==> config.mk <==
export PLATFORM = sky130hd
export DESIGN_NAME = pipe_muldiv
export DESIGN_NICKNAME = d
export VERILOG_FILES = /design/src/rtl/pipe_muldiv.sv
export SDC_FILE = /design/constraint.sdc
export NUM_CORES = 1
export LEC_CHECK = 0
export CORE_UTILIZATION = 50
export DETAILED_ROUTE_END_ITERATION = 8
export GPL_TIMING_DRIVEN = 0
export MAX_ROUTING_LAYER = met4
export PLACE_DENSITY = 0.7
export SYNTH_ARGS = -nofsm -noshare
export SYNTH_HDL_FRONTEND = slang
export SYNTH_SLANG_ARGS = --single-unit
==> constraint.sdc <==
create_clock -name clk -period 4.05 [get_ports clk]
set_clock_uncertainty 0.05 [all_clocks]
set_input_delay 0.6075 -clock clk [delete_from_list [all_inputs] [get_ports clk]]
set_output_delay 0.6075 -clock clk [all_outputs]
set_load 0.02 [all_outputs]
==> src/rtl/pipe_muldiv.sv <==
// rtl/pipe_muldiv.sv - iterative MULT/MULTU/DIV/DIVU/MTHI/MTLO unit for the EX stage
// Signed operands run on magnitudes for 32 cycles; the signs are restored in FIX.
module pipe_muldiv (
  input  logic        clk,
  input  logic        reset,
  input  logic        start,
  input  logic [2:0]  op,
  input  logic [31:0] op_a,
  input  logic [31:0] op_b,
  input  logic        flush,
  output logic        busy,
  output logic [63:0] result,
  output logic        hi_en,
  output logic        lo_en
);

  typedef enum logic [1:0] {IDLE, CALC, FIX, DONE} state_t;

  state_t      state, state_d;
  logic [4:0]  cnt, cnt_d;
  logic [63:0] acc, acc_d;
  logic [31:0] opnd, opnd_d;
  logic        is_div, is_div_d;
  logic        sgn_q, sgn_q_d;
  logic        sgn_r, sgn_r_d;
  logic        busy_d, hi_en_d, lo_en_d;
  logic [63:0] result_d;

  logic        a_neg, b_neg;
  logic [31:0] a_mag, b_mag;
  logic [32:0] mul_sum;
  logic [63:0] mul_next;
  logic [32:0] div_shift;
  logic        div_ge;
  logic [31:0] div_sub;
  logic [63:0] div_next;
  logic [63:0] fix_mul, fix_div;

  // op[0]=0 selects the signed variants (MULT, DIV)
  assign a_neg = ~op[0] & op_a[31];
  assign b_neg = ~op[0] & op_b[31];
  assign a_mag = a_neg ? 32'd0 - op_a : op_a;
  assign b_mag = b_neg ? 32'd0 - op_b : op_b;

  // acc holds {partial product, multiplier} or {remainder, dividend/quotient}
  assign mul_sum  = {1'b0, acc[63:32]} + (acc[0] ? {1'b0, opnd} : 33'd0);
  assign mul_next = {mul_sum, acc[31:1]};

  assign div_shift = {acc[63:32], acc[31]};
  assign div_ge    = div_shift >= {1'b0, opnd};
  assign div_sub   = div_shift[31:0] - opnd;
  assign div_next  = div_ge ? {div_sub, acc[30:0], 1'b1}
                            : {div_shift[31:0], acc[30:0], 1'b0};

  assign fix_mul = sgn_q ? 64'd0 - acc : acc;
  assign fix_div = {sgn_r ? 32'd0 - acc[63:32] : acc[63:32],
                    sgn_q ? 32'd0 - acc[31:0]  : acc[31:0]};

  always_comb begin
    state_d  = state;
    cnt_d    = cnt;
    acc_d    = acc;
    opnd_d   = opnd;
    is_div_d = is_div;
    sgn_q_d  = sgn_q;
    sgn_r_d  = sgn_r;
    result_d = result;
    hi_en_d  = 1'b0;
    lo_en_d  = 1'b0;

    case (state)
      IDLE: begin
        if (start) begin
          case (op)
            3'd0, 3'd1, 3'd2, 3'd3: begin
              is_div_d = op[1];
              opnd_d   = op[1] ? b_mag : a_mag;
              acc_d    = {32'd0, op[1] ? a_mag : b_mag};
              // divide-by-zero keeps the all-ones quotient unnegated
              sgn_q_d  = (a_neg ^ b_neg) & ~(op[1] & (op_b == 32'd0));
              sgn_r_d  = a_neg;
              cnt_d    = 5'd0;
              state_d  = CALC;
            end
            3'd4: begin
              result_d = {32'd0, op_a};
              hi_en_d  = 1'b1;
            end
            3'd5: begin
              result_d = {32'd0, op_a};
              lo_en_d  = 1'b1;
            end
            default: ;
          endcase
        end
      end
      CALC: begin
        acc_d = is_div ? div_next : mul_next;
        cnt_d = cnt + 5'd1;
        if (cnt == 5'd31)
          state_d = FIX;
      end
      FIX: begin
        result_d = is_div ? fix_div : fix_mul;
        hi_en_d  = 1'b1;
        lo_en_d  = 1'b1;
        state_d  = DONE;
      end
      DONE: state_d = IDLE;
      default: state_d = IDLE;
    endcase

    if (flush) begin
      state_d  = IDLE;
      result_d = result;
      hi_en_d  = 1'b0;
      lo_en_d  = 1'b0;
    end

    busy_d = (state_d != IDLE);
  end

  always_ff @(posedge clk) begin
    if (reset) begin
      state  <= IDLE;
      cnt    <= 5'd0;
      acc    <= 64'd0;
      opnd   <= 32'd0;
      is_div <= 1'b0;
      sgn_q  <= 1'b0;
      sgn_r  <= 1'b0;
      busy   <= 1'b0;
      result <= 64'd0;
      hi_en  <= 1'b0;
      lo_en  <= 1'b0;
    end else begin
      state  <= state_d;
      cnt    <= cnt_d;
      acc    <= acc_d;
      opnd   <= opnd_d;
      is_div <= is_div_d;
      sgn_q  <= sgn_q_d;
      sgn_r  <= sgn_r_d;
      busy   <= busy_d;
      result <= result_d;
      hi_en  <= hi_en_d;
      lo_en  <= lo_en_d;
    end
  end

endmodule

==> qor.csv <==
metric;value;unit
CTS tree;built;
FP Rows;61;
Final Max Slew Viols;0;
final total power;4850;uW
Synth Flop Type;dfxtp_1;
RSZ-0062 raised after global routing;no;
Leak;0.00623;uW
average cell area after synthesis;7.22;um2
Worst-Skew Late Latency;0.46;ns
actual slew at the worst max-slew pin;1.15;ns
number of remaining DRC errors;0;
Final Net Count;2294;
number of synthesized flops with an enable pin;0;
Max-slew headroom;23.6;%
DP Wirelength;46700;um
critical path required time;4.32;ns
Num Clock Sinks;173;
Worst-path clk slew;0.09;ns
vias in the first global route;15100;
Yosys cell types;82;
initial DRC count;1960;
crit end category;register;
flop2flop setup slack;0.10;ns
Max FO, Critical Path;10;
Worst path slowest cell;dfxtp_1;
GRT Overall Usage;40.9;%
largest net degree at the start of global routing;20;
part of the power in registers;37.5;%
global-route wire length before repair;87800;um
sequential area share after synthesis;24.0;%
cells after synthesis;1996;
power density over the cells;287;mW/mm2
Syn. warnings;0;
placed insts;2510;
Die Wd;172;um
grt total ovfl;0;
clock share of power;35.5;%
P_sw;1790;uW
Yosys reg bits;173;
core region area;0.0281;mm2
Tcrit/Tclk final;97.5;%
# port buffers;136;
post-layout util;60.2;%
CP Launch Type;register;
DRT antenna net count;0;
io pins;138;
clock buffer depth;2;
fin cells;2545;
final setup TNS;0;ns
die height;172;um
FMAX;0.253;GHz
share of cells above drive strength 1;4.02;%
via count;16400;
Cell Int Power;3060;uW
post-layout min period;3.95;ns
P&R area growth vs syn;17.4;%
postcts setup bufs;0;
kind of critical path;register to register;
cell area after synthesis;0.0144;mm2
asr flop ratio synth;0;%
status;completed;
final setup vio count;0;
mean routed wirelength per cell;23.1;um
CTS Hold Bufs;0;
vias per inst;6.44;
Final GP Congestion;1.02;
Total Wirelength;58800;um
final hold viol count;0;
Starting Density;51.3;%
die area;0.0295;mm2
power share of the combinational group;27.0;%
max incr delay on CP;0.54;ns
Hold Crit Class;register to register;
H-tree level count;4;
Post-Syn Nets;2139;
worst vdd ir;207;uV
Arr. time, crit path;4.22;ns
CTS buffer count;17;
TritonRoute pass-1 iters;6;
Cell Chain, Critical Path;inv_1 -> ha_1 -> nor2b_1 -> o2111ai_1 -> a211o_1 -> a31o_2 -> o21ai_2 -> a31oi_4 -> nand2_2 -> buf_4 -> mux2i_1 -> o21ai_0;
max-cap violation count;0;
Switching Fraction;36.9;%
initial antenna violation count;1;
Clock Tree Root;clkbuf_16;
cell usage after synthesis (24+ instances only):
master / count / area [um2]
nor2_1: 248 / 931
nand2_1: 212 / 796
a21oi_1: 185 / 926
dfxtp_1: 173 / 3460
o21ai_0: 157 / 786
clkbuf_1: 106 / 398
xnor2_1: 99 / 867
xor2_1: 73 / 639
ha_1: 70 / 876
inv_1: 65 / 244
a211oi_1: 64 / 480
mux2i_1: 62 / 621
nor3_1: 59 / 295
o211ai_1: 31 / 233
nor4_1: 30 / 188
nand3_1: 24 / 120
metal layers:
metal,vias to the layer above,global-route usage (%),part of all wire (%)
met2,963,59.4,42
met1,7809,55.7,43
li1,7500,-,-
met4,0,13.1,2.5
met3,122,9.41,12
met5,-,-,0
area by class of cell:
class                      count  area (um2)
tap                          378         473
multi-input combinational   1625       10200
sequential                   173        3460
inverter                      66         248
clock buffer                  17         425
fill                        2795       11200
timing repair buffer         136        1360
antenna                        3        7.51
clock inverter                15         166
buffer                       132         539
flip-flops by register name (all words and copies together), names as in the netlist:
signal and count:
acc 64, result 64, opnd 32, cnt 5
state 2, busy 1, hi_en 1, is_div 1
lo_en 1, sgn_q 1, sgn_r 1
logic make-up (layout without fill, tap and decap cells):
kind of cell | count (synthesis) | in the layout | share of synthesized area, %
and+or+nand+nor | 696 | 696 | 22.1
AOI/OAI and AO/OA | 620 | 620 | 27.0
buffers and inverters | 198 | 366 | 5.44
DFF | 173 | 173 | 24.0
xor gates and xnor gates | 172 | 172 | 10.5
adders and majority gates | 72 | 72 | 6.36
muxes | 65 | 65 | 4.54
other | 0 | 3 | 0
per-stage QoR:
step | instance area (um2) | setup slack [ns] | hold WS (ns)
global placement | 16200 | -0.597 | 0.384
global route | 16900 | 0.00469 | 0.425
floorplan | 14400 | 0.912 | 0.382
detailed placement | 16200 | -0.640 | 0.392
CTS | 16900 | 0.00504 | 0.409
finish | 16900 | 0.100 | 0.403
cell usage in the layout, fill, tap and decap left out, types with 7 or more instances in the layout:
| cell type | instances |
|---|---|
| o22ai_1 | 7 |
| o21bai_1 | 7 |
| xor2_1 | 73 |
| nor2b_1 | 17 |
| a21o_1 | 17 |
| o31ai_1 | 18 |
| a311oi_1 | 10 |
| a21boi_0 | 8 |
| nand3_1 | 24 |
| and2_1 | 13 |
| or3_1 | 12 |
| o41ai_1 | 7 |
| nand2b_1 | 11 |
| a31oi_1 | 22 |
| nor4_1 | 26 |
| or4_1 | 14 |
| nand2_1 | 211 |
| dfxtp_1 | 172 |
| o21a_1 | 9 |
| o21ai_0 | 156 |
| ha_1 | 70 |
| clkbuf_1 | 103 |
| xnor2_1 | 99 |
| clkdlybuf4s50_1 | 136 |
| clkbuf_16 | 17 |
| and3_1 | 14 |
| a21oi_1 | 185 |
| nand4_1 | 13 |
| buf_1 | 13 |
| a22oi_1 | 21 |
| buf_2 | 8 |
| mux2i_1 | 62 |
| nor3_1 | 59 |
| o211ai_1 | 31 |
| nor2_1 | 248 |
| a211oi_1 | 63 |
| a41oi_1 | 7 |
| inv_1 | 65 |
worst paths after layout:
kind,from,endpoint,depth (start not counted)
max,acc[31],acc[57],12
min,result[59],result[59],2
max reg2reg,acc[31],acc[57],12
min reg2reg,result[59],result[59],2
critical path, delay by kind of cell (launching register included):
family / cells / cell delay (ns)
mux: 1 / 0.28
simple gates: 2 / 0.47
compound gates: 6 / 1.59
buf+inv: 2 / 0.57
fa+ha+maj: 1 / 0.29
flops: 1 / 0.54
power groups by stage:
stage               registers [uW]  clock network [uW]  logic, uW
floorplan                     1840                   0        805
global placement              1850                   0       1230
detailed placement            1860                   0       1240
CTS                           1820                1720       1260
global route                  1830                1790       1390
finish                        1820                1720       1310
what timing repair did:
action,in CTS,in global routing
pin swaps,0,0
endpoints found under the setup margin,49,13
resized for setup,9,10
No activity file was read; power rests on OpenSTA's default activity.
